[src/rtl/mult_pkg.sv]
// Shared constants, FSM state type and operand magnitude helper for the
// sequential signed 6x6 multiplier.
package mult_pkg;

  localparam int W  = 6;
  localparam int PW = 2 * W;
  localparam int CW = $clog2(W);

  typedef enum logic [1:0] {
    LOAD = 2'd0,
    CALC = 2'd1,
    DONE = 2'd2
  } state_t;

  // |-32| = 6'b100000 is a valid unsigned magnitude, so no saturation is needed
  function automatic logic [W-1:0] abs_w(input logic signed [W-1:0] v);
    logic [W-1:0] mag;
    mag = v[W-1] ? W'(-v) : W'(v);
    return mag;
  endfunction

endpackage

[src/rtl/mult_shift_add_dp.sv]
// Shift-and-add datapath: multiplicand shifts left, multiplier shifts right,
// accumulator adds the multiplicand whenever the multiplier LSB is set.
module mult_shift_add_dp
  import mult_pkg::*;
(
  input  logic          clk,
  input  logic          rst,
  input  logic          load,
  input  logic          calc,
  input  logic [W-1:0]  a_mag,
  input  logic [W-1:0]  b_mag,
  output logic [PW-1:0] acc
);

  logic [PW-1:0] mcand_q, mcand_d;
  logic [W-1:0]  mplier_q, mplier_d;
  logic [PW-1:0] acc_q, acc_d;

  always_comb begin
    mcand_d  = mcand_q;
    mplier_d = mplier_q;
    acc_d    = acc_q;
    if (load) begin
      mcand_d  = {{(PW-W){1'b0}}, a_mag};
      mplier_d = b_mag;
      acc_d    = '0;
    end else if (calc) begin
      if (mplier_q[0]) begin
        acc_d = acc_q + mcand_q;
      end
      mcand_d  = mcand_q << 1;
      mplier_d = mplier_q >> 1;
    end
  end

  always_ff @(posedge clk or negedge rst) begin
    if (!rst) begin
      mcand_q  <= '0;
      mplier_q <= '0;
      acc_q    <= '0;
    end else begin
      mcand_q  <= mcand_d;
      mplier_q <= mplier_d;
      acc_q    <= acc_d;
    end
  end

  assign acc = acc_q;

endmodule

[src/rtl/multiplicador_6bits.sv]
// Free-running signed 6x6 multiplier with sign-magnitude result, 8-cycle frame.
// Optional `done` pulse output when MULT_DONE_EN is defined.
module multiplicador_6bits
  import mult_pkg::*;
(
  input  logic          clk,
  input  logic          rst,
  input  logic [W-1:0]  A,
  input  logic [W-1:0]  B,
  output logic [PW-1:0] c,
  output logic          neg
`ifdef MULT_DONE_EN
  ,
  output logic          done
`endif
);

  state_t         state_q, state_d;
  logic [CW-1:0]  cnt_q, cnt_d;
  logic           sign_q, sign_d;
  logic [PW-1:0]  c_q, c_d;
  logic           neg_q, neg_d;
  logic           load, calc;
  logic [PW-1:0]  acc;

  mult_shift_add_dp u_dp (
    .clk   (clk),
    .rst   (rst),
    .load  (load),
    .calc  (calc),
    .a_mag (abs_w($signed(A))),
    .b_mag (abs_w($signed(B))),
    .acc   (acc)
  );

  always_comb begin
    state_d = state_q;
    cnt_d   = cnt_q;
    sign_d  = sign_q;
    c_d     = c_q;
    neg_d   = neg_q;
    load    = 1'b0;
    calc    = 1'b0;
    case (state_q)
      LOAD: begin
        load    = 1'b1;
        sign_d  = A[W-1] ^ B[W-1];
        cnt_d   = '0;
        state_d = CALC;
      end
      CALC: begin
        calc  = 1'b1;
        cnt_d = cnt_q + 1'b1;
        if (cnt_q == CW'(W-1)) begin
          state_d = DONE;
        end
      end
      DONE: begin
        c_d     = acc;
        // a zero product is never reported as negative
        neg_d   = sign_q & (|acc);
        state_d = LOAD;
      end
      default: state_d = LOAD;
    endcase
  end

  always_ff @(posedge clk or negedge rst) begin
    if (!rst) begin
      state_q <= LOAD;
      cnt_q   <= '0;
      sign_q  <= 1'b0;
      c_q     <= '0;
      neg_q   <= 1'b0;
    end else begin
      state_q <= state_d;
      cnt_q   <= cnt_d;
      sign_q  <= sign_d;
      c_q     <= c_d;
      neg_q   <= neg_d;
    end
  end

  assign c   = c_q;
  assign neg = neg_q;

`ifdef MULT_DONE_EN
  logic done_q, done_d;

  always_comb begin
    done_d = (state_q == DONE);
  end

  always_ff @(posedge clk or negedge rst) begin
    if (!rst) begin
      done_q <= 1'b0;
    end else begin
      done_q <= done_d;
    end
  end

  assign done = done_q;
`endif

endmodule

[config.mk]
export PLATFORM = sky130hd
export DESIGN_NAME = multiplicador_6bits
export DESIGN_NICKNAME = d
export VERILOG_FILES = /design/src/rtl/mult_pkg.sv /design/src/rtl/mult_shift_add_dp.sv /design/src/rtl/multiplicador_6bits.sv
export SDC_FILE = /design/constraint.sdc
export NUM_CORES = 1
export LEC_CHECK = 0
export BUFFER_PORTS_ARGS = -buffer_cell sky130_fd_sc_hd__buf_2
export CAP_MARGIN = 0
export CORE_ASPECT_RATIO = 1.25
export CORE_MARGIN = 2
export CORE_UTILIZATION = 40
export CTS_BUF_LIST = sky130_fd_sc_hd__clkbuf_4 sky130_fd_sc_hd__clkbuf_8 sky130_fd_sc_hd__clkbuf_16
export DETAILED_ROUTE_END_ITERATION = 16
export PLACE_DENSITY_LB_ADDON = 0.05
export SYNTH_ARGS = -nofsm -noshare
export SYNTH_HDL_FRONTEND = slang
export SYNTH_SLANG_ARGS = --single-unit
[constraint.sdc]
create_clock -name clk -period 3.4 [get_ports clk]
set_input_delay 0.68 -clock clk [delete_from_list [all_inputs] [get_ports clk]]
set_output_delay 0.68 -clock clk [all_outputs]
set_load 0.03 [all_outputs]
; Word level (Yosys, flattened, before mapping)
; Cells that the tools add are included.
[op_classes]
mux = 14
n_bitwise = 2
reduce_logical = 6
n_eq_ne = 4
addsub = 4
[ops]
columns = cell, n
row1 = $mux W12, 5
row2 = $mux W6, 4
row3 = $add A12 B12 Y12, 1
row4 = $neg A6 Y6, 2
row5 = $reduce_or A12 Y1, 1
row6 = $pmux W3 S2, 1
row7 = $reduce_bool A2 Y1, 3
row8 = $pmux W2 S2, 1
row9 = $add A3 B1 Y3 const B, 1
row10 = $eq A3 B3 Y1 const B, 1
row11 = $eq A2 B1 Y1 const B, 1
row12 = $eq A2 B2 Y1 const B, 1
row13 = $logic_not A2 Y1, 1
row14 = $mux W1, 2
row15 = $mux W2, 1
row16 = $ne A2 B2 Y1 const B, 1
row17 = $reduce_and A2 Y1, 1
row18 = $and A1 B1 Y1, 1
row19 = $xor A1 B1 Y1, 1
[totals]
ff_bits = 49

; Longest topological paths before layout
[depth]
depth_word = 4
depth_mapped = 7
mapped_depth_nobuf = 7

; Hierarchy
; From an unflattened synthesis, not the netlist that was laid out.
[unflattened]
hier_cells = 277
hier_area_um2 = 2766.4
[by_module_without_submodules]
columns = mod, cells_each, instances, seq_area_each_um2, area_per_inst_um2
row1 = mult_shift_add_dp, 192, 1, 750.7, 1803.0
row2 = multiplicador_6bits, 85, 1, 475.5, 963.4

; Worst setup path before layout
; No wires, ideal clock.
[synth_timing]
kind = register to register
start = reg u_dp.acc_q[0] (netlist: u_dp.acc[0])
end = reg u_dp.acc_q[6] (netlist: u_dp.acc[6])
setup_ps = 121
synth_period_minus_slack_ps = 1921
arrival_ps = 1800
stages_incl_launch_ff = 8
slack_ps = 1479
cell_sequence = dfrtp_1 ha_1 fa_1 a21oi_1 o21ai_0 a211oi_1 a21oi_1 a22o_1
[synth_between]
elab_chain_cells = 4
[synth_rtl]
columns = element, line
row1 = "start, declared", mult_shift_add_dp.sv:17  ; logic [PW-1:0] acc_q, acc_d;
row2 = "start signal, assigned", mult_shift_add_dp.sv:40  ; acc_q <= '0;
row3 = "start signal, assigned", mult_shift_add_dp.sv:44  ; acc_q <= acc_d;
row4 = $add A12 B12 Y12, mult_shift_add_dp.sv:29  ; acc_d = acc_q + mcand_q;
row5 = $mux W12, mult_shift_add_dp.sv:28  ; if (mplier_q[0]) begin
row6 = $mux W12, mult_shift_add_dp.sv:27  ; end else if (calc) begin
row7 = $mux W12, mult_shift_add_dp.sv:23  ; if (load) begin
; No other way between the ends. The select of a mux whose other input is x is not followed.
; A chain may end at the register's enable or synchronous reset.

; Worst setup path in the final report
; Ends and elaborated chain as after synthesis.

==> impl_metrics.ini <==
[outcome]
run_status = finished, final reports clean

[finish]
layout-drive-gt1-share_pct = 17.39
multi_input_comb_area_um2 = 1410
stdcell_area_um2 = 3033
fin_util_pct = 45.91
finalNetCount = 329
filler_cell_count = 640
register_area_um2 = 1226
layout-area-overhead-vs-synth_pct = 10.58
n_antenna_cell = 0

[floorplan]
chipHeight_um = 96.58
effective_utilization_at_floorplan_pct = 41.52
top_level_ports = 27
die_extent_in_x_um = 78.06
die-area_um2 = 7539
core.rowCount = 33
core-area_um2 = 6606

[routing]
firstDrtPassIters = 4
route.final.wire_length_um = 5650
antenna_violating_nets_post_route = 0
via_cell_ratio = 5.303
drc_errors = 0
num_vias = 2047
post_dr_wirelength_cell_um = 14.64
dr.first_iter.drc_count = 92

[synthesis]
sequential_to_total_area_share_from_yosys_stat_pct = 44.71
synth_nets = 306
count_of_unique_library_cells_instantiated_by_yosys = 47
syn_area_per_cell_um2 = 9.937
async_flop_share_pct = 100.0
ys_ff_latch = 49
synth_top_cell_area_share_pct = 44.71
synthCells = 276
yosys_most_used_dff = sky130_fd_sc_hd__dfrtp_1
yosys_warnings = 0
synth_edf_count = 0
syn-cell-area_um2 = 2743
synth_area_leaders = sky130_fd_sc_hd__dfrtp_1 (45%), sky130_fd_sc_hd__ha_1 (6.8%), sky130_fd_sc_hd__mux2_2 (4.9%)
netlist.top_cell.by_area = sky130_fd_sc_hd__dfrtp_1

[timing]
clock.fmax_ghz = 0.4778
drv_slew = 0
tightest_slew_ps = 769.7
final_worst_path_cycle_share_pct = 61.56
period_minus_slack_ps = 2093
hold_vio_cnt_final = 0
totalNegativeSetupSlack_ps = 0
maxSlewHeadroom_pct = 48.69
rsz0062_at_grt = false
setup_viol_count_final = 0
clock-skew-final_ps = 7.619
setup_slack_ps = 1307

[min_path]
worst_hold_path_type = primary input to asynchronous set/reset pin

[global_route]
first_global_vias = 1981
grt_pass1_wl_um = 9860
grt_start_max_net_pins = 33
grt_util_all_layers_pct = 16.63
grt_overflow_total = 0
grt_antenna_before_repair = 0

[power_and_ir_drop]
vdd.ir_drop.worst_mv = 0.1770
power.total_mw = 1.304
power.static_leakage_nw = 1.460
power_density_nw_per_um2 = 429.9

[clock_network]
cts_tree = done
number_of_sinks_on_the_clock_net = 49
clock-root-buffer = sky130_fd_sc_hd__clkbuf_8
post_cts_resize_count = 0
cts.repair_timing.setup_buffer_count = 0
tritoncts.num_buffers = 5
clockBufferDepth = 2
ctsHoldBuffers = 0
cts.clk_slew.worst_paths_ps = 80
cts-htree-levels = 2
clk-insertion-delay-late_ps = 300

[critical_path]
slowest_delay_ps = 430
cp_data_arrival_time_ps = 2280
critPathLaunchType = flop
cpLargestDelayFamily = compound AO/OA/AOI/OAI gates
crit_slowest_cell = sky130_fd_sc_hd__dfrtp_1
type_of_destination_of_the_critical_path = flop
worst_path_most_repeated_cell = sky130_fd_sc_hd__a21oi_1
cp_data_required_time_ps = 3590
worst-r2r-setup-slack_ps = 1310
number_of_buffers_and_inverters_on_the_critical_path = 0
worst-path-max-fanout = 4
worst-setup-path-type = flop to flop
path_cells = ha_1, fa_1, a21oi_1, o21ai_0, a211oi_1, a21oi_1, a22o_1

[flow_run]
maxCapViolations = 0

[placement]
count_of_port_buffers_added_during_placement = 26
post-dp-hpwl_um = 4141
gpl.final_weighted_congestion = 0.8513
postPlaceCellArea_um2 = 2943
pre_cts_ws_ps = 1321
[final timing paths]
kind                                          from  cells after the start                 endpoint
max                        u_dp.acc[0]$_DFFE_PN0P_                      7  u_dp.acc[6]$_DFFE_PN0P_
max in group asynchronous                      rst                      2         c[8]$_DFFE_PN0N_
min reg2reg                        neg$_DFFE_PN0N_                      2          neg$_DFFE_PN0N_
max reg2reg                u_dp.acc[0]$_DFFE_PN0P_                      7  u_dp.acc[6]$_DFFE_PN0P_
min in group clk                   neg$_DFFE_PN0N_                      2          neg$_DFFE_PN0N_
min                                            rst                      1         c[3]$_DFFE_PN0N_
[cells by family (layout without fill, tap and decap cells)]
group | count (synthesis) | count (layout) | share of synthesized area (%)
adder cells (fa/ha/maj) | 16 | 16 | 7.573
multiplexers | 18 | 18 | 7.117
flip-flops | 49 | 49 | 44.71
XOR/XNOR | 12 | 12 | 3.832
AO/OA/AOI/OAI | 78 | 78 | 18.38
AND/OR/NAND/NOR | 78 | 78 | 14.51
buffers and inverters | 25 | 48 | 3.878
[registers in the layout, summed over array words and instances (netlist names)]
register	flops
c	12
u_dp.mplier_q	6
u_dp.acc	12
sign_q	1
u_dp.mcand_q	12
neg	1
state_q	2
cnt_q	3
[cell usage after synthesis (3+ instances only)]
cell type / n
sky130_fd_sc_hd__a211oi_1: 3
sky130_fd_sc_hd__a21o_1: 3
sky130_fd_sc_hd__a21oi_1: 20
sky130_fd_sc_hd__a22o_1: 10
sky130_fd_sc_hd__buf_2: 4
sky130_fd_sc_hd__clkbuf_1: 8
sky130_fd_sc_hd__dfrtp_1: 49
sky130_fd_sc_hd__ha_1: 15
sky130_fd_sc_hd__inv_1: 12
sky130_fd_sc_hd__mux2_2: 12
sky130_fd_sc_hd__mux2i_1: 6
sky130_fd_sc_hd__nand2_1: 31
sky130_fd_sc_hd__nand3_1: 7
sky130_fd_sc_hd__nor2_1: 13
sky130_fd_sc_hd__nor3_1: 3
sky130_fd_sc_hd__nor4_1: 4
sky130_fd_sc_hd__o211ai_1: 3
sky130_fd_sc_hd__o21ai_0: 21
sky130_fd_sc_hd__o31ai_1: 6
sky130_fd_sc_hd__xnor2_1: 10
[metal layers]
layer | vias up | track usage, % | wire length [um] | part of all wire, %
met5 | - | 0 | 0 | 0
met4 | 0 | 4.386 | 30 | 0.53
met3 | 2 | 2.788 | 222 | 3.9
met2 | 47 | 28.23 | 2785 | 49
met1 | 960 | 22.22 | 2612 | 46
li1 | 1038 | - | - | -
[stage by stage]
step	cells	hold WS, ps
2_1_floorplan	276	384.4
3_3_place_gp	379	465.1
3_5_place_dp	379	471.2
4_1_cts	386	358.1
5_1_grt	386	378.5
6_report	386	341.3
[final cells by class]
cell class / instances / share of cell area (%)
Tap cell: 87 / 3.589
Clock buffer: 7 / 2.970
Timing Repair Buffer: 29 / 5.033
Inverter: 12 / 1.485
Multi-Input combinational cell: 202 / 46.49
Sequential cell: 49 / 40.43
[where the power goes]
part	internal (mW)	switching, mW	total (mW)
clock	0.170	0.186	0.356
sequential	0.643	0.0325	0.676
combinational	0.0989	0.174	0.272
[layout by cell type, fill, tap and decap left out, types with 4 or more instances in the layout]
cell type                  instances
sky130_fd_sc_hd__dfrtp_1          49
sky130_fd_sc_hd__nand2_1          31
sky130_fd_sc_hd__buf_2            26
sky130_fd_sc_hd__o21ai_0          21
sky130_fd_sc_hd__a21oi_1          20
sky130_fd_sc_hd__ha_1             15
sky130_fd_sc_hd__nor2_1           13
sky130_fd_sc_hd__inv_1            12
sky130_fd_sc_hd__mux2_2           12
sky130_fd_sc_hd__a22o_1           10
sky130_fd_sc_hd__xnor2_1          10
sky130_fd_sc_hd__nand3_1           7
sky130_fd_sc_hd__o31ai_1           6
sky130_fd_sc_hd__mux2i_1           6
sky130_fd_sc_hd__clkbuf_8          6
sky130_fd_sc_hd__nor4_1            4
Note: power is estimated with default switching activity, not from simulation.
